<file path="src/rtl/data_mem_mmio.sv">
// Data-side memory stage for the multi-cycle core.
// A single-port RAM sits at the bottom of the address space. A small MMIO page
// above it holds a transmit FIFO, drained by a valid/ready consumer, and an
// 8-bit free-running timer with sticky wrap and drop flags.
module data_mem_mmio #(
    parameter int                ADDR_W     = 8,
    parameter int                DATA_W     = 8,
    parameter int                RAM_DEPTH  = 240,
    parameter logic [ADDR_W-1:0] MMIO_BASE  = 8'hF0,
    parameter int                FIFO_DEPTH = 4
) (
    input  logic              clk,
    input  logic              reset,
    input  logic [ADDR_W-1:0] dataAddr,
    input  logic [DATA_W-1:0] dataOut,
    input  logic              writeEnable,
    output logic [DATA_W-1:0] dataIn,
    output logic [DATA_W-1:0] tx_data,
    output logic              tx_valid,
    input  logic              tx_ready
);

    // FIFO_DEPTH is a power of two (at least 2), so the pointers wrap for free.
    localparam int PTR_W = $clog2(FIFO_DEPTH);
    localparam int CNT_W = PTR_W + 1;
    localparam logic [CNT_W-1:0]  COUNT_FULL  = CNT_W'(FIFO_DEPTH);
    localparam logic [ADDR_W-1:0] RAM_TOP     = ADDR_W'(RAM_DEPTH);
    localparam logic [ADDR_W-1:0] ADDR_TX     = MMIO_BASE;
    localparam logic [ADDR_W-1:0] ADDR_STATUS = ADDR_W'(MMIO_BASE + 1);
    localparam logic [ADDR_W-1:0] ADDR_TIMER  = ADDR_W'(MMIO_BASE + 2);
    localparam logic [ADDR_W-1:0] ADDR_TCTRL  = ADDR_W'(MMIO_BASE + 3);

    logic [DATA_W-1:0] ram [RAM_DEPTH];
    logic [DATA_W-1:0] fifoMem [FIFO_DEPTH];
    logic [PTR_W-1:0]  rdPtr;
    logic [PTR_W-1:0]  wrPtr;
    logic [CNT_W-1:0]  count;
    logic              dropFlag;
    logic [7:0]        timer;
    logic              timerEnable;
    logic              wrapFlag;

    logic isRam;
    logic fifoEmpty;
    logic fifoFull;
    logic push;
    logic pop;
    logic pushAccept;
    logic tctrlWrite;
    logic clearCount;
    logic clearWrap;
    logic clearDrop;
    logic wrapSet;

    // Address decode and the FIFO/timer control strobes for this cycle.
    assign isRam      = dataAddr < RAM_TOP;
    assign fifoEmpty  = count == '0;
    assign fifoFull   = count == COUNT_FULL;
    assign pop        = !fifoEmpty && tx_ready;
    assign push       = writeEnable && (dataAddr == ADDR_TX);
    // A full FIFO still accepts a push when the head leaves on the same edge.
    assign pushAccept = push && (!fifoFull || pop);
    assign tctrlWrite = writeEnable && (dataAddr == ADDR_TCTRL);
    assign clearCount = tctrlWrite && dataOut[1];
    assign clearWrap  = tctrlWrite && dataOut[2];
    assign clearDrop  = tctrlWrite && dataOut[3];
    // A forced clear of the count suppresses the increment, so it cannot wrap.
    assign wrapSet    = timerEnable && (timer == 8'hFF) && !clearCount;

    assign tx_valid = !fifoEmpty;
    assign tx_data  = fifoEmpty ? '0 : fifoMem[rdPtr];

    // Read mux: combinational from the address; same-cycle writes show the old value.
    always_comb begin
        // NOTE: every output of a combinational block gets a default first so no path leaves it unassigned and infers a latch.
        dataIn = '0;
        if (isRam) begin
            dataIn = ram[dataAddr];
        end else begin
            case (dataAddr)
                ADDR_STATUS: dataIn = DATA_W'({dropFlag, wrapFlag, fifoFull, fifoEmpty});
                ADDR_TIMER:  dataIn = DATA_W'(timer);
                ADDR_TCTRL:  dataIn = DATA_W'(timerEnable);
                default:     dataIn = '0;
            endcase
        end
    end

    // RAM write port.
    always_ff @(posedge clk) begin
        // NOTE: storage arrays are deliberately left out of reset; only the control state that gives them meaning is cleared.
        if (writeEnable && isRam) begin
            ram[dataAddr] <= dataOut;
        end
    end

    // FIFO storage write; the count and pointers decide which entries are live.
    always_ff @(posedge clk) begin
        if (pushAccept) begin
            fifoMem[wrPtr] <= dataOut;
        end
    end

    // FIFO pointers, occupancy and the sticky drop flag.
    always_ff @(posedge clk or posedge reset) begin
        if (reset) begin
            rdPtr    <= '0;
            wrPtr    <= '0;
            count    <= '0;
            dropFlag <= 1'b0;
        end else begin
            // NOTE: state registers use non-blocking assignment so every flop samples the pre-edge values.
            if (pushAccept) begin
                wrPtr <= wrPtr + PTR_W'(1);
            end
            if (pop) begin
                rdPtr <= rdPtr + PTR_W'(1);
            end
            case ({pushAccept, pop})
                2'b10:   count <= count + CNT_W'(1);
                2'b01:   count <= count - CNT_W'(1);
                default: count <= count;
            endcase
            if (clearDrop) begin
                dropFlag <= 1'b0;
            end else if (push && !pushAccept) begin
                dropFlag <= 1'b1;
            end
        end
    end

    // Timer count, enable level and sticky wrap flag.
    always_ff @(posedge clk or posedge reset) begin
        if (reset) begin
            timer       <= '0;
            timerEnable <= 1'b0;
            wrapFlag    <= 1'b0;
        end else begin
            if (tctrlWrite) begin
                timerEnable <= dataOut[0];
            end
            if (clearCount) begin
                timer <= '0;
            end else if (timerEnable) begin
                timer <= timer + 8'd1;
            end
            if (clearWrap) begin
                wrapFlag <= 1'b0;
            end else if (wrapSet) begin
                wrapFlag <= 1'b1;
            end
        end
    end

endmodule

</file>
<file path="config.mk">
export PLATFORM = sky130hd
export DESIGN_NAME = data_mem_mmio
export DESIGN_NICKNAME = d
export VERILOG_FILES = /design/src/rtl/data_mem_mmio.sv
export SDC_FILE = /design/constraint.sdc
export NUM_CORES = 2
export LEC_CHECK = 0
export ABC_AREA = 0
export ABC_CLOCK_PERIOD_IN_PS = 2500
export CORE_UTILIZATION = 57
export DETAILED_ROUTE_END_ITERATION = 10
export GPL_ROUTABILITY_DRIVEN = 0
export HOLD_SLACK_MARGIN = 0.05
export PLACE_DENSITY = 0.83
export SYNTH_ARGS = -nofsm -noshare
export SYNTH_HDL_FRONTEND = slang
export SYNTH_SLANG_ARGS = --single-unit
</file>
<file path="constraint.sdc">
create_clock -name clk -period 2.5 [get_ports clk]
set_clock_uncertainty 0.1 [all_clocks]
set_input_delay 0.25 -clock clk [delete_from_list [all_inputs] [get_ports clk]]
set_output_delay 0.25 -clock clk [all_outputs]
set_load 0.05 [all_outputs]
</file>
# After elaboration in Yosys (flattened, before gate mapping)
# Memories as Yosys holds them, arrays and structs flattened.
# Index checks and enable logic that the tools add are counted.
[op_classes]
n_mux = 14
eq_ne = 8
add_sub_neg = 5
magnitude_cmp = 1
n_reduce_logical = 21
[ops]
columns = ["operator", "count"]
rows = [
  ["8-bit equality test (second input constant)", 5],
  ["8-bit 2-to-1 mux", 4],
  ["8-bit case mux with 3 select lines", 1],
  ["1-bit logical AND", 11],
  ["8-bit by 1-bit adder with 8-bit output (second input constant)", 1],
  ["8-bit < comparator (second input constant)", 1],
  ["1-bit 2-to-1 mux", 8],
  ["2-bit nonzero test", 4],
  ["3-bit case mux with 2 select lines", 1],
  ["2-bit by 1-bit adder with 2-bit output (second input constant)", 2],
  ["1-bit zero test", 4],
  ["3-bit by 1-bit adder with 3-bit output (second input constant)", 1],
  ["3-bit equality test (second input constant)", 1],
  ["3-bit zero test", 1],
  ["3-bit by 1-bit subtractor with 3-bit output (second input constant)", 1],
  ["2-bit by 1-bit equality test with 1-bit output (second input constant)", 1],
  ["2-bit equality test (second input constant)", 1],
  ["1-bit logical OR", 1],
]
[word_totals]
out_inout_bits = 17
word_cells = 58
n_memories = 2
ramBits = 1952
regBits = 18
[memory_table]
columns = ["name", "words", "word_bits", "read_ports", "rd_clocked_by_memory_dff", "wr", "line", "rtl"]
rows = [
  ["ram", 240, 8, 1, 0, 1, "33", "logic [DATA_W-1:0] ram [RAM_DEPTH];"],
  ["fifoMem", 4, 8, 1, 0, 1, "34", "logic [DATA_W-1:0] fifoMem [FIFO_DEPTH];"],
]

# Longest topological paths before layout
[depth]
word_depth = 9
mapped_depth = 13

# Worst setup path before layout
# Ideal clock, no wire load.
[synth_path]
path_type = "input -> output"
startpoint = "in dataAddr[3]"
endpoint = "out dataIn[3]"
path_buffers = 2
stages = 9
t_required_ns = 2.150
path_slack_ns = -0.795
arrival_ns = 2.945
path_cell_list = "clkbuf_2 or4b_2 buf_2 o22ai_1 nor4_1 nand2_1 a211oi_1 o211a_1 a221oi_1"
[synth_between]
elab_chain_len = 3
[synth_lines]
columns = ["item", "line", "rtl"]
rows = [
  ["start: declaration", "14", "input logic [ADDR_W-1:0] dataAddr,"],
  ["branches (longest 2 deep; another with memory 240 x 8 bit)", "n/a", ""],
  ["8-bit 2-to-1 mux *", "77", "if (isRam) begin"],
  ["end: declaration", "17", "output logic [DATA_W-1:0] dataIn,"],
]
# Every way passes the cells marked *.

# Worst setup path after layout
[layout_path]
startpoint = "in dataAddr[2]"
endpoint = "out dataIn[7]"
# The elaborated chain is that of the path after synthesis.

==> tab_implementation.tex <==
\begin{tabular}{lr}
\hline
Metric & Value \\
\hline
\multicolumn{2}{l}{\textbf{Status}} \\
\quad Status & finished with violations \\
\quad Violated checks & setup timing \\
\multicolumn{2}{l}{\textbf{Global route}} \\
\quad Maximum number of pins on one net before global-route repair & 98 \\
\quad Met3 global-route usage & 0.09639 \\
\quad GR peak layer & met2 \\
\quad Number of antenna violations at the first check in global routing & 6 \\
\quad Global-route wire length before repair & 317,600 um \\
\quad Overall Global Routing Usage & 0.3275 \\
\quad GR Layer Usage met2 & 0.5146 \\
\quad Grt ovf & 0 \\
\quad Via count of the first global-routing pass & 45,410 \\
\quad Met1 global-route usage & 0.4066 \\
\multicolumn{2}{l}{\textbf{Hold path}} \\
\quad Tightest Hold Check Type & input port to flip-flop \\
\multicolumn{2}{l}{\textbf{Critical path}} \\
\quad CP top delay family & simple AND/OR/NAND/NOR gates \\
\quad Data arrival time of the critical path & 3.46 ns \\
\quad Sequence of cells on the critical path & buf\_6, buf\_4, buf\_4, nand2\_1, nor2\_1, a22oi\_1, o211ai\_1, nor4\_4, nor3\_4, buf\_12 \\
\quad Most frequent CP cell & buf\_4 \\
\quad Critical path required time & 2.15 ns \\
\quad CP max stage cell & buf\_4 \\
\quad Buf/Inv on CP & 4 \\
\quad Sort of element at the end of the critical path & primary output \\
\quad Launching element type of the critical path & input port \\
\quad Largest stage delay on the critical path & 0.60 ns \\
\quad Worst-path fanout max & 40 \\
\quad Start-to-end type of the worst setup path & input port to primary output \\
\multicolumn{2}{l}{\textbf{Drt}} \\
\quad Detailed-routing iteration count for the pre-antenna-repair pass & 7 \\
\quad Final wirelength & 229,600 um \\
\quad Wire length per cell & 35.75 um \\
\quad Ratio of routed vias to standard cells & 7.123 \\
\quad DRC violation count after routing & 0 \\
\quad Via count & 45,750 \\
\quad Routed Antenna Nets & 0 \\
\quad Number of design-rule violations left by the first detailed-router iteration & 8,122 \\
\multicolumn{2}{l}{\textbf{STA}} \\
\quad Transition time at the pin with the least slew margin & 0.9599 ns \\
\quad Remaining max-slew budget at the tightest pin & 0.3601 \\
\quad Final min period & 3.809 ns \\
\quad RSZ-0062 raised after global routing & yes \\
\quad Maximum operating frequency & 262.6 MHz \\
\quad Setup total negative slack & -9.696 ns \\
\quad Final Worst Setup Slack & -1.309 ns \\
\quad Tightest hold margin & 0.04417 ns \\
\quad Count of endpoints failing setup in the final report & 16 \\
\quad Final period util & 1.523 \\
\quad Final number of hold-violating endpoints & 0 \\
\quad Number of max-slew violations in the final report & 0 \\
\multicolumn{2}{l}{\textbf{Finish}} \\
\quad Post-layout util & 0.6944 \\
\quad Net total in the final layout & 4,532 \\
\quad Post-layout instance area & 93,030 um2 \\
\quad Most common cell after layout, fill and taps aside & edfxtp\_1 \\
\quad Share of layout cells above drive strength 1 & 0.3564 \\
\quad Commonest non-fill, non-tap cells in the layout & edfxtp\_1, buf\_4, mux4\_2 \\
\quad Area added between synthesis and finish & 20.41\% \\
\multicolumn{2}{l}{\textbf{Synth}} \\
\quad Post-synthesis cell area & 77,260 um2 \\
\quad Mapped Avg Cell Area & 20.46 um2 \\
\quad Number of instances in the synthesized netlist & 3,777 \\
\quad Fraction of synthesis flops using an asynchronous set or reset pin & 0.009137 \\
\quad Seq/Total Area, Yosys & 0.7645 \\
\quad Total of flip-flops plus latches after synthesis & 1,970 \\
\quad Top FF cell, synth & edfxtp\_1 \\
\quad Unique masters post-synth & 79 \\
\quad Syn nets & 3,803 \\
\quad Total number of yosys warnings & 0 \\
\quad Number of enable-type register cells in the synthesized netlist & 1,952 \\
\multicolumn{2}{l}{\textbf{Clock network}} \\
\quad Num CTS Buffers & 181 \\
\quad Worst-Skew Late Latency & 0.83 ns \\
\quad Clock Sink Count & 1,970 \\
\quad CTS Root Buffer Type & clkbuf\_16 \\
\quad Clock transition at the registers of the reported paths & 0.06 ns \\
\quad CTS tree & yes \\
\quad Maximum root-to-sink buffer count & 3 \\
\quad H-tree lvl count & 4 \\
\multicolumn{2}{l}{\textbf{Place}} \\
\quad Port bufs & 36 \\
\quad DP Area & 86,370 um2 \\
\quad HPWL after DPL & 134,000 um \\
\multicolumn{2}{l}{\textbf{Power}} \\
\quad Power per cell area & 752.2 nW/um2 \\
\quad Worst vdd rail ir drop & 0.8536 mV \\
\quad Static leakage & 0.03066 uW \\
\quad Total power & 69,980 uW \\
\multicolumn{2}{l}{\textbf{Floorplan}} \\
\quad Number of primary I/O pins & 37 \\
\quad Initial core utilization & 0.5767 \\
\quad Die height & 370.2 um \\
\quad Number of placement rows & 134 \\
\quad Die span in x & 370.2 um \\
\quad Die outline area & 137,000 um2 \\
\quad Std-Cell Core Area & 134,000 um2 \\
\multicolumn{2}{l}{\textbf{Flow run}} \\
\quad Max-cap violations & 0 \\
\hline
\end{tabular}
==> final timing paths <==
path / from / endpoint / slack [ns] / cells past startpoint
max: dataAddr[2] / dataIn[7] / -1.31 / 10
min: dataOut[6] / ram[21][6] / 0.04 / 1
max reg2reg: count[0] / count[1] / 0.10 / 9
min reg2reg: dropFlag / dropFlag / 0.48 / 2
max in group asynchronous: reset / rdPtr[0] / 1.43 / 3
min in group asynchronous: reset / timer[4] / 0.34 / 3
==> metrics by stage <==
stage               instances  setup slack (ns)
finish                   6423            -1.309
global route             6420            -1.262
CTS                      6419            -1.150
detailed placement       6081            -1.441
global placement         6081            -1.438
floorplan                3777           -0.1306
==> repair_timing <==
| action | 4_1_cts | 5_1_grt |
|---|---|---|
| endpoints found under the setup margin | 17 | 17 |
| cloned | 1 | 0 |
| resized for setup | 119 | 39 |
| pin swaps | 42 | 23 |
| buffers inserted | 2 | 2 |
| endpoints found under the hold margin | 714 | 0 |
| hold buffers | 8 | 0 |
==> area by class of cell <==
cell class / instances / area, um2
antenna: 3 / 7.507
timing repair buffer: 775 / 7741
multi-input combinational: 1569 / 18190
tap: 1768 / 2212
clock inverter: 104 / 1007
sequential: 1970 / 59070
fill: 7013 / 40930
inverter: 9 / 33.78
clock buffer: 225 / 4767
==> power breakdown <==
group | switching, uW | internal (uW)
registers | 191 | 36500
clock network | 12300 | 15000
logic | 3520 | 2460
==> routing by layer <==
| layer | routed length (um) | part of all wire |
|---|---|---|
| met1 | 72880 | 0.32 |
| met4 | 16200 | 0.071 |
| met3 | 32980 | 0.14 |
| met2 | 107500 | 0.47 |
| met5 | 73 | 0.00032 |
==> flip-flops by register name (all words and copies together), names as in the netlist <==
signal / count
ram: 1920
fifoMem: 32
timer: 8
count: 3
rdPtr: 2
wrPtr: 2
dropFlag: 1
timerEnable: 1
wrapFlag: 1
==> synthesized netlist by cell type (6+ instances only) <==
master       n  area, um2
mux4_2     389       8761
nor4_1      13      81.33
clkbuf_1    84      315.3
nor3_1      16      80.08
nand2_1     77      289.0
o211ai_1     6      45.04
buf_8        8      120.1
o22ai_1     61      381.6
nand3_1     42      210.2
mux2i_1    236       2362
nor2b_1     16      100.1
mux2_2      19      214.0
a21oi_1     46      230.2
xnor2_1      6      52.55
buf_4       13      97.59
buf_6       43      484.2
buf_1        9      33.78
o21ai_0     30      150.1
a22o_1      16      140.1
xor2_1       7      61.31
buf_2       65      325.3
and2_1      17      106.4
a221oi_1    33      289.0
dfrtp_1     18      450.4
a211oi_1    10      75.07
inv_1        9      33.78
and3_1       9      56.30
a22oi_1     92      690.7
a31oi_1     24      150.1
nor2_1     293       1100
nand4_1     13      81.33
edfxtp_1  1952      58620
nand2b_1    10      62.56
buf_12       6      120.1
==> logic make-up (layout without fill, tap and decap cells) <==
logic type	Yosys count	in the layout	share of synthesized area
buffers and inverters	238	1113	0.01987
xor gates and xnor gates	13	13	0.001474
other	0	3	0
muxes	648	648	0.1481
DFF	1970	1970	0.7645
adders and majority gates	6	6	0.001069
AOI/OAI and AO/OA	366	366	0.03354
and+or+nand+nor	536	536	0.03145
Note: power is estimated with default switching activity, not from simulation.
